===== src/rtl/fetch_dual.sv =====
// Dual-issue fetch stage with F/D pipeline register.
// Selects the fetch pair (redirect, bottom-slot replay or sequential) and registers it for decode.
module fetch_dual #(
  parameter int unsigned ADDR_W = 12,
  parameter logic [31:0] NOP    = 32'h0000_0000
) (
  input  logic              clock,
  input  logic              reset,
  input  logic              hold,
  input  logic              stall_bot,
  input  logic              dec_redirect,
  input  logic              dec_redirect_bot,
  input  logic [31:0]       dec_target,
  input  logic              ex_mispredict,
  input  logic [31:0]       ex_target,
  output logic [ADDR_W-1:0] imem_addr_top,
  output logic [ADDR_W-1:0] imem_addr_bot,
  input  logic [31:0]       imem_q_top,
  input  logic [31:0]       imem_q_bot,
  output logic [31:0]       fd_instr_top,
  output logic [31:0]       fd_instr_bot,
  output logic [31:0]       fd_pc_top,
  output logic [31:0]       fd_pc_bot,
  output logic              fd_valid_top,
  output logic              fd_valid_bot,
  output logic [ADDR_W-1:0] fetch_pc
);

  logic [ADDR_W-1:0] pc_q, pc_d;
  logic [31:0]       instr_top_q, instr_top_d, instr_bot_q, instr_bot_d;
  logic [ADDR_W-1:0] pct_q, pct_d, pcb_q, pcb_d;
  logic              vld_top_q, vld_top_d, vld_bot_q, vld_bot_d;

  logic              stall_eff;
  logic              redir;
  logic [ADDR_W-1:0] tgt;

  assign stall_eff = stall_bot & vld_bot_q;

  // A bottom-slot decode redirect loses to the replay; decode re-raises it from the top slot.
  assign redir = ex_mispredict
               | (dec_redirect & ~dec_redirect_bot)
               | (dec_redirect & dec_redirect_bot & ~stall_eff);
  assign tgt   = ex_mispredict ? ex_target[ADDR_W-1:0] : dec_target[ADDR_W-1:0];

  always_comb begin
    pc_d        = pc_q;
    instr_top_d = instr_top_q;
    instr_bot_d = instr_bot_q;
    pct_d       = pct_q;
    pcb_d       = pcb_q;
    vld_top_d   = vld_top_q;
    vld_bot_d   = vld_bot_q;
    imem_addr_top = pc_q;
    imem_addr_bot = pc_q + ADDR_W'(1);

    if (redir) begin
      imem_addr_top = tgt;
      imem_addr_bot = tgt + ADDR_W'(1);
    end else if (stall_eff) begin
      imem_addr_bot = pc_q;
    end

    if (!hold) begin
      if (stall_eff && !redir) begin
        instr_top_d = instr_bot_q;
        pct_d       = pcb_q;
        vld_top_d   = vld_bot_q;
        instr_bot_d = imem_q_bot;
        pcb_d       = imem_addr_bot;
        vld_bot_d   = 1'b1;
        pc_d        = pc_q + ADDR_W'(1);
      end else begin
        instr_top_d = imem_q_top;
        pct_d       = imem_addr_top;
        vld_top_d   = 1'b1;
        instr_bot_d = imem_q_bot;
        pcb_d       = imem_addr_bot;
        vld_bot_d   = 1'b1;
        pc_d        = imem_addr_top + ADDR_W'(2);
      end
    end
  end

  always_ff @(posedge clock) begin
    if (reset) begin
      pc_q        <= '0;
      instr_top_q <= NOP;
      instr_bot_q <= NOP;
      pct_q       <= '0;
      pcb_q       <= '0;
      vld_top_q   <= 1'b0;
      vld_bot_q   <= 1'b0;
    end else begin
      pc_q        <= pc_d;
      instr_top_q <= instr_top_d;
      instr_bot_q <= instr_bot_d;
      pct_q       <= pct_d;
      pcb_q       <= pcb_d;
      vld_top_q   <= vld_top_d;
      vld_bot_q   <= vld_bot_d;
    end
  end

  assign fd_instr_top = instr_top_q;
  assign fd_instr_bot = instr_bot_q;
  assign fd_pc_top    = 32'(pct_q);
  assign fd_pc_bot    = 32'(pcb_q);
  assign fd_valid_top = vld_top_q;
  assign fd_valid_bot = vld_bot_q;
  assign fetch_pc     = pc_q;

endmodule

===== config.mk =====
export PLATFORM = sky130hd
export DESIGN_NAME = fetch_dual
export DESIGN_NICKNAME = d
export VERILOG_FILES = /design/src/rtl/fetch_dual.sv
export SDC_FILE = /design/constraint.sdc
export NUM_CORES = 1
export LEC_CHECK = 0
export CAP_MARGIN = 20
export CORE_UTILIZATION = 40
export DETAILED_ROUTE_END_ITERATION = 16
export PLACE_DENSITY = 0.82
export SETUP_SLACK_MARGIN = 0.2
export SYNTH_ARGS = -nofsm -noshare
export SYNTH_HDL_FRONTEND = slang
export SYNTH_SLANG_ARGS = --single-unit

===== constraint.sdc =====
create_clock -name clock -period 3.7 [get_ports clock]
set_clock_uncertainty 0.2 [all_clocks]
set_input_delay 0.37 -clock clock [delete_from_list [all_inputs] [get_ports clock]]
set_output_delay 0.37 -clock clock [all_outputs]
set_load 0.02 [all_outputs]

==> impl_summary.txt, run 1 <==
----------------------------------------------------
[STA]
  Maximum clock frequency ... 0.293 GHz
  Final Hold Viols ... 0
  Post-route setup TNS ... 0 ns
  Remaining max-slew budget at the tightest pin ... 35.4%
  Min cycle time layout ... 3.41 ns
  Number of slew-limit violations in the final report ... 0
  Fin crit share ... 92.3%
  Setup slack after layout ... 0.286 ns
  Transition at the pin with the smallest max-transition slack ... ~0.96 ns
  Final setup viols ... 0
  Setup repair after global routing missed its margin ... false

[Clock network]
  Number of setup buffers added after CTS ... 0
  Resized cells post-CTS ... 3
  Clock insertion delay at the later pin of the skew report ... about 0.34 ns
  TritonCTS sink count ... 102
  Clock tree root buffer cell ... sky130_fd_sc_hd__clkbuf_16
  H-tree lvl count ... 3
  Clk pin slew, worst setup/hold paths ... roughly 0.07 ns
  Cts bufs inserted ... 9
  Max Buffers Root-to-Sink ... 2
  Post-cts hold buffer count ... 0
  TritonCTS clock tree ... done

[Detailed routing]
  Routed length on met1 ... 7050 um
  Number of nets still failing antenna checks after routing ... 0
  Via-to-Cell Ratio ... 5.19
  Number of remaining DRC errors ... 0
  Number of DRC violations after detailed-routing iteration 0 ... approximately 380
  Met2 Wirelength ... 8790 um
  DR WL/cell ... 15.5 um
  Overall via count from detail_route ... 5979
  Met3 WL ... 1590 um
  Number of detailed-routing iterations run before antenna repair ... 5
  Total Wirelength ... 17800 um
  Uppermost routed layer ... met4

[Layout]
  Final design utilization ... 59.7%
  Ratio of cells with drive above 1 in the final layout ... 7.00%
  Final layout net count ... 1105
  Layout Area Growth over Synthesis ... 46.1%
  Multi-input gate area ... between 0.003 and 0.004 mm2
  Number of fill cells ... 1265
  Sequential cell area ... 0.00204 mm2
  Fin cells ... 1152
  Antenna fix cells ... 0

[Worst setup path]
  Critical Path Slowest Stage Cell ... sky130_fd_sc_hd__clkdlybuf4s50_1
  Slowest Stage Delay on Critical Path ... 0.61 ns
  Buffer and inverter count on the worst path ... 5
  Critical Path Sink Type ... primary output
  Cell breakdown of the critical path ... clkdlybuf4s50_1 -> buf_12 -> and4b_2 -> nor2_4 -> buf_6 -> mux2i_1 -> inv_1 -> clkdlybuf4s50_1
  Largest fanout on the critical path ... 31
  Cell family contributing the most delay on the critical path ... buffers and inverters
  Crit path launch ... ex_mispredict
  Crit path launch type ... input pin
  Critical setup path kind ... input pin to primary output
  CP most frequent cell ... sky130_fd_sc_hd__clkdlybuf4s50_1
  Critical path data arrival time ... 2.84 ns
  Worst reg2reg path startpoint ... fd_valid_bot$_SDFFE_PP0N_
  CP Data Required Time ... about 3.1 ns

[Placed design]
  HPWL after detailed placement ... 13000 um
  Final weighted congestion of routability-driven global placement ... 0.915
  Post-Place Cells ... 1136
  Dpl ws ... around 0.11 ns
  Number of buffers inserted by port buffering ... 220

[Synthesis]
  Count of flip-flops with a built-in enable after synthesis ... 0
  Gate count of the mapped netlist ... ~760
  Top post-synthesis cells by count ... sky130_fd_sc_hd__nand2_1, sky130_fd_sc_hd__nor2_1, sky130_fd_sc_hd__a21oi_1, sky130_fd_sc_hd__dfxtp_1, sky130_fd_sc_hd__clkbuf_1
  Most common cell in the netlist ... sky130_fd_sc_hd__nand2_1
  Distinct cell type count of the synthesized netlist ... 54
  Post-synthesis average cell area ... 7.48 um2
  Main flop type after synthesis ... sky130_fd_sc_hd__dfxtp_1
  Ranking of synthesized cells by area ... sky130_fd_sc_hd__dfxtp_1, sky130_fd_sc_hd__a21oi_1, sky130_fd_sc_hd__nand2_1, sky130_fd_sc_hd__nor2_1, sky130_fd_sc_hd__mux2i_1
  Sequential element share of the synthesized area ... 36.0%
  Warning count from the yosys run ... 0
  Post-synth top area share ... 36.0%
  Summed instance area of the synthesized netlist ... 0.00567 mm2
  Top cell type by total area after synthesis ... sky130_fd_sc_hd__dfxtp_1
  Share of async-settable or async-resettable flops after synthesis ... 0%
  Count of state elements after synthesis ... 102

[Power and ir drop]
  Int Power ... 2.05 mW
  Part of the total power dissipated in the clock network ... 29.1%
  Static Leakage ... 3.45 nW
  Fraction of power consumed by combinational cells ... 29.8%
  Sequential power share ... 41.1%
  Power density over the cells ... 364 mW/mm2
  Net switching fraction of the power ... 31.9%
  Net switching component of the power ... 960 uW
  Worst VDD drop ... 0.331 mV

[GRT]
  Total routing usage reported by global routing ... 24.0%
  Via count of the first global-routing pass ... about 5.5k
  Grt total ovfl ... 0
  Wire length of the first global-routing pass ... 27800 um
  Number of antenna violations at the first check in global routing ... 0
  Pin count of the biggest net entering global routing ... just over 60

[Floorplan]
  Chip height ... 121 um
  DIE AREA ... roughly 0.015 mm2
  Die width ... 121 um
  Core ar. ... between 0.01 and 0.015 mm2
  Effective utilization at floorplan ... approximately two fifths
  Number of rows in the core area ... 43
  Number of top-level pins ... 301

[Min path]
  Tightest Hold Check Type ... flop to flop
  Beginning of the worst hold path ... fd_valid_top$_SDFFE_PP0N_

[Job]
  Max capacitance violation total ... 0

[Status]
  Outcome ... finished, final reports clean

----------------------------------------------------
-- placed cells by master, fill, tap and decap left out, types with 7 or more instances in the layout --
cell type / n
sky130_fd_sc_hd__inv_1: 13
sky130_fd_sc_hd__mux2_2: 8
sky130_fd_sc_hd__a311oi_1: 9
sky130_fd_sc_hd__a21oi_1: 102
sky130_fd_sc_hd__clkbuf_16: 9
sky130_fd_sc_hd__nor3_1: 16
sky130_fd_sc_hd__nor2_1: 109
sky130_fd_sc_hd__clkdlybuf4s50_1: 210
sky130_fd_sc_hd__buf_4: 35
sky130_fd_sc_hd__dfxtp_1: 101
sky130_fd_sc_hd__xnor2_1: 12
sky130_fd_sc_hd__conb_1: 40
sky130_fd_sc_hd__nand3_1: 18
sky130_fd_sc_hd__o21ai_0: 19
sky130_fd_sc_hd__o22ai_1: 7
sky130_fd_sc_hd__mux2i_1: 40
sky130_fd_sc_hd__nand2_1: 119
sky130_fd_sc_hd__a211oi_1: 7
-- tightest hold or removal path, delay by kind of cell (launching register included) --
kind	cells	cell delay (ns)
flip-flops	1	0.31
buffers and inverters	1	0.05
AO/OA/AOI/OAI	1	0.05
-- per-layer routing --
metal | vias up | global-route usage [%]
met1 | 2743 | 27.7
li1 | 2933 | -
met5 | - | 0
met3 | 27 | 7.19
met2 | 276 | 42.0
met4 | 0 | 8.33
-- flip-flops by register name (all words and copies together), names as in the netlist --
signal / count
fd_instr_top: 32
fetch_pc: 12
fd_instr_bot: 32
fd_valid_top: 1
pcb_q: 12
pct_q: 12
fd_valid_bot: 1
-- metrics by stage --
stage          total power, mW  cell area, um2  hold WS (ns)
5_1_grt                   3.16            8290         0.276
3_3_place_gp              2.14            7990         0.238
3_5_place_dp              2.15            7990         0.244
2_1_floorplan             1.76            5820         0.314
6_report                  3.01            8290         0.251
4_1_cts                   3.03            8260         0.254
-- cell type report --
cell class / instances / share of cell area [%]
clock inverters: 4 / 0.378
well taps: 180 / 2.72
repair buffers: 255 / 30.0
multi-input cells: 585 / 38.7
inverters: 14 / 0.634
clock buffers: 12 / 2.85
flip-flops and latches: 102 / 24.7
-- cell families after synthesis --
family	Yosys count	synth area share [%]
buffers and inverters	110	10.2
other	1	0.0661
and+or+nand+nor	297	22.8
xor gates and xnor gates	18	2.78
DFF	102	36.0
AOI/OAI and AO/OA	178	18.6
muxes	49	8.91
adders and majority gates	3	0.662
-- power by group through the flow --
stage	Combinational [mW]	Clock, mW	Sequential (mW)
final	0.898	0.877	1.24
after floorplan	0.424	0	1.33
after detailed placement	0.894	0	1.26
after global placement	0.886	0	1.26
after global routing	0.962	0.947	1.25
after CTS	0.896	0.901	1.24
-- final timing paths --
path / end / slack [ns] / depth (start not counted)
worst max register to register: fetch_pc[9]$_SDFFE_PP0N_ / 1.01 / 11
worst min register to register: fd_valid_top$_SDFFE_PP0N_ / 0.25 / 2
worst min-delay path: fd_valid_top$_SDFFE_PP0N_ / 0.25 / 2
worst max-delay path: imem_addr_top[9] / 0.29 / 8
Note: power is estimated with default switching activity, not from simulation.
==> run 2: changes to the inputs <==
Settings changed: CTS_CLUSTER_DIAMETER from default to 40.
Clock period 3.7 ns to 3.15 ns, I/O delays scaled along.
==> run 2 against run 1 <==
  * Critical path depth unchanged
  * Flip-flop and latch count unchanged
  * Final cell count up 4.9%
  * Clock power increased by 25%
  * Non-clock buffer count up 57
  * Worst hold slack worse by 0.022 ns
  * Total power up 22%
  * Critical path type unchanged
  * Critical endpoint is now imem_addr_top[8]
  * Largest cell class unchanged
==> impl_summary.txt, run 2 (same netlist as run 1, synthesis figures left out) <==
----------------------------------------------------
[Worst setup path]
  Cell family contributing the most delay on the critical path ... buffers and inverters
  FF-to-FF setup slack ... 0.56 ns (-0.45 ns)
  End point of the critical path ... imem_addr_top[8]
  Critical setup path kind ... input pin to primary output
  Crit path launch ... dec_redirect
  Critical Path Slowest Stage Cell ... sky130_fd_sc_hd__clkdlybuf4s50_1
  Largest fanout on the critical path ... 20 (-35%)
  Slowest Stage Delay on Critical Path ... 0.57 ns (-0.04 ns)
  Critical Path Sink Type ... primary output
  Terminus of the critical flop-to-flop path ... fetch_pc[11]$_SDFFE_PP0N_
  Critical Path Stages ... 8 (unchanged)
  CP Data Required Time ... 2.63 ns (-0.50 ns)
  Worst reg2reg path startpoint ... fd_valid_bot$_SDFFE_PP0N_
  Number of cells on the worst reg-to-reg path ... 11 (unchanged)
  Critical path data arrival time ... 2.36 ns (-0.48 ns)
  Buffer and inverter count on the worst path ... 5 (unchanged)
  Crit path launch type ... input pin
  Cell breakdown of the critical path ... clkdlybuf4s50_1 -> buf_4 -> nor2_8 -> buf_4 -> nor2_4 -> buf_12 -> mux2_4 -> clkdlybuf4s50_1

[Power and ir drop]
  Part of the total power dissipated in the clock network ... 29.9% (+0.8 points)
  Power density over the cells ... 420 mW/mm2 (+16%)
  Fraction of power consumed by combinational cells ... 30.7% (+0.9 points)
  Static Leakage ... 3.75 nW (+8.7%)
  Net switching fraction of the power ... 32.5% (+0.67 points)
  Net switching component of the power ... 1.19 mW (+24%)
  Int Power ... 2.47 mW (+21%)
  Sequential power share ... 39.4% (-1.7 points)
  Worst VDD drop ... 0.403 mV (+22%)

[Detailed routing]
  Via-to-Cell Ratio ... 5.12 (-1.4%)
  Number of remaining DRC errors ... 0 (unchanged)
  Total Wirelength ... 18300 um (+2.8%)
  Number of DRC violations after detailed-routing iteration 0 ... 309 (-19%)
  Overall via count from detail_route ... 6187 (+3.5%)
  Number of detailed-routing iterations run before antenna repair ... 5 (unchanged)
  DR WL/cell ... 15.1 um (-2.1%)
  Number of nets still failing antenna checks after routing ... 0 (unchanged)

[Placed design]
  Number of buffers inserted by port buffering ... 220 (unchanged)
  HPWL after detailed placement ... 13800 um (+6.6%)
  Post-Place Cells ... 1193 (+5.0%)
  Final weighted congestion of routability-driven global placement ... 0.928 (+1.4%)

[GRT]
  Met2 demand-to-capacity share in global routing ... 44.6% (+2.6 points)
  Most used routing layer in global routing ... met2
  Met3 Track Usage GR ... 8.22% (+1.0 points)
  Grt total ovfl ... 0 (unchanged)
  Number of antenna violations at the first check in global routing ... 0 (unchanged)
  Total routing usage reported by global routing ... 25.4% (+1.4 points)
  Via count of the first global-routing pass ... 5987 (+8.0%)
  Wire length of the first global-routing pass ... 29300 um (+5.2%)
  GR Util met1 ... 27.8% (+0.091 points)
  Pin count of the biggest net entering global routing ... 57 (-8.1%)

[Status]
  Outcome ... finished, final reports clean

[Clock network]
  Max Buffers Root-to-Sink ... 2 (unchanged)
  H-tree lvl count ... 3 (unchanged)
  Number of setup buffers added after CTS ... 0 (unchanged)
  Clock tree root buffer cell ... sky130_fd_sc_hd__clkbuf_16
  Post-cts hold buffer count ... 0 (unchanged)
  TritonCTS sink count ... 102 (unchanged)
  Cts bufs inserted ... 9 (unchanged)
  Clock insertion delay at the later pin of the skew report ... 0.36 ns (+0.02 ns)
  Clk pin slew, worst setup/hold paths ... 0.07 ns (about the same)
  TritonCTS clock tree ... done

[Layout]
  Ratio of cells with drive above 1 in the final layout ... 13.4% (+6.4 points)
  Fin cells ... 1209 (+4.9%)
  Final layout net count ... 1162 (+5.2%)
  Leading cell type in the layout, fill and taps excluded ... sky130_fd_sc_hd__clkdlybuf4s50_1
  Most frequent cells in the layout ... sky130_fd_sc_hd__clkdlybuf4s50_1, sky130_fd_sc_hd__nand2_1, sky130_fd_sc_hd__nor2_1
  Antenna fix cells ... 0 (unchanged)
  Layout Area Growth over Synthesis ... 53.9%

[Floorplan]
  Die width ... 121 um (unchanged)
  Core ar. ... 0.0139 mm2 (unchanged)
  Number of rows in the core area ... 43 (unchanged)
  Chip height ... 121 um (unchanged)
  Number of top-level pins ... 301 (unchanged)
  Effective utilization at floorplan ... 40.9% (unchanged)
  DIE AREA ... 0.0147 mm2 (unchanged)

[STA]
  Number of slew-limit violations in the final report ... 0 (unchanged)
  Maximum clock frequency ... 0.348 GHz
  Transition at the pin with the smallest max-transition slack ... 0.628 ns (-0.335 ns)
  Fin crit share ... 91.3%
  Final Hold Viols ... 0 (unchanged)
  Worst hold margin ... 0.229 ns (-0.0223 ns)
  Remaining max-slew budget at the tightest pin ... 58.1% (+23 points)
  Min cycle time layout ... 2.88 ns
  Final setup viols ... 0 (unchanged)
  Setup repair after global routing missed its margin ... true

[Job]
  Max capacitance violation total ... 0 (unchanged)

[Min path]
  Tightest Hold Check Type ... input pin to flop

----------------------------------------------------
run 2: power groups by stage:
stage / logic [mW] / clock network [mW] / registers (mW)
finish: 1.12 / 1.10 / 1.44
global route: 1.21 / 1.17 / 1.46
CTS: 1.12 / 1.13 / 1.44
detailed placement: 1.13 / 0 / 1.47
global placement: 1.12 / 0 / 1.47
floorplan: 0.498 / 0 / 1.57
run 2: worst reg2reg max path, stage by stage (launching register included):
cell and delay (ns):
sky130_fd_sc_hd__dfxtp_1 0.32, sky130_fd_sc_hd__buf_4 0.15, sky130_fd_sc_hd__and4b_2 0.27, sky130_fd_sc_hd__nor2_4 0.14
sky130_fd_sc_hd__buf_4 0.14, sky130_fd_sc_hd__nor2_1 0.04, sky130_fd_sc_hd__nor2_2 0.13, sky130_fd_sc_hd__ha_1 0.22
sky130_fd_sc_hd__inv_1 0.10, sky130_fd_sc_hd__nor3_1 0.33, sky130_fd_sc_hd__a221oi_1 0.15, sky130_fd_sc_hd__a221oi_1 0.29
run 2: worst min path at each step:
stage                                        end                 startpoint  cells after the start
floorplan           fd_instr_bot[0]$_SDFFE_PP0N_              imem_q_bot[0]                      2
global route            fetch_pc[1]$_SDFFE_PP0N_                       hold                      3
global placement       fd_valid_top$_SDFFE_PP0N_  fd_valid_top$_SDFFE_PP0N_                      2
finish                  fetch_pc[1]$_SDFFE_PP0N_                       hold                      3
detailed placement     fd_valid_top$_SDFFE_PP0N_  fd_valid_top$_SDFFE_PP0N_                      2
CTS                     fetch_pc[1]$_SDFFE_PP0N_                       hold                      3
run 2: what timing repair did:
action	CTS	global route
gates resized for setup	22	21
setup endpoints to repair	28	14
pin swaps	0	0
run 2: through the flow:
step / power [mW] / TNS [ns] / setup slack, ns / utilization (%) / instance area, um2
global route: 3.84 / 0 / 0.138 / 62.9 / 8730
global placement: 2.59 / -5.39 / -0.372 / 60.7 / 8420
finish: 3.67 / 0 / 0.274 / 62.9 / 8730
floorplan: 2.06 / 0 / 0.254 / - / 5820
CTS: 3.69 / 0 / 0.207 / 62.7 / 8710
detailed placement: 2.60 / -6.52 / -0.426 / 60.7 / 8420
run 2: layout make-up:
| type | count | area (um2) |
|---|---|---|
| Sequential cell | 102 | 2040 |
| Timing Repair Buffer | 312 | 2900 |
| Clock buffer | 10 | 229 |
| Multi-Input combinational cell | 585 | 3220 |
| Clock inverter | 6 | 57.6 |
| Inverter | 14 | 52.6 |
| Tap cell | 180 | 225 |
| Fill cell | 1215 | 5150 |
run 2: routing by layer:
metal	share of wire (%)	vias to the layer above
met5	0	-
met4	3.0	0
met3	9.2	42
met2	49	267
met1	39	2830
li1	-	3048
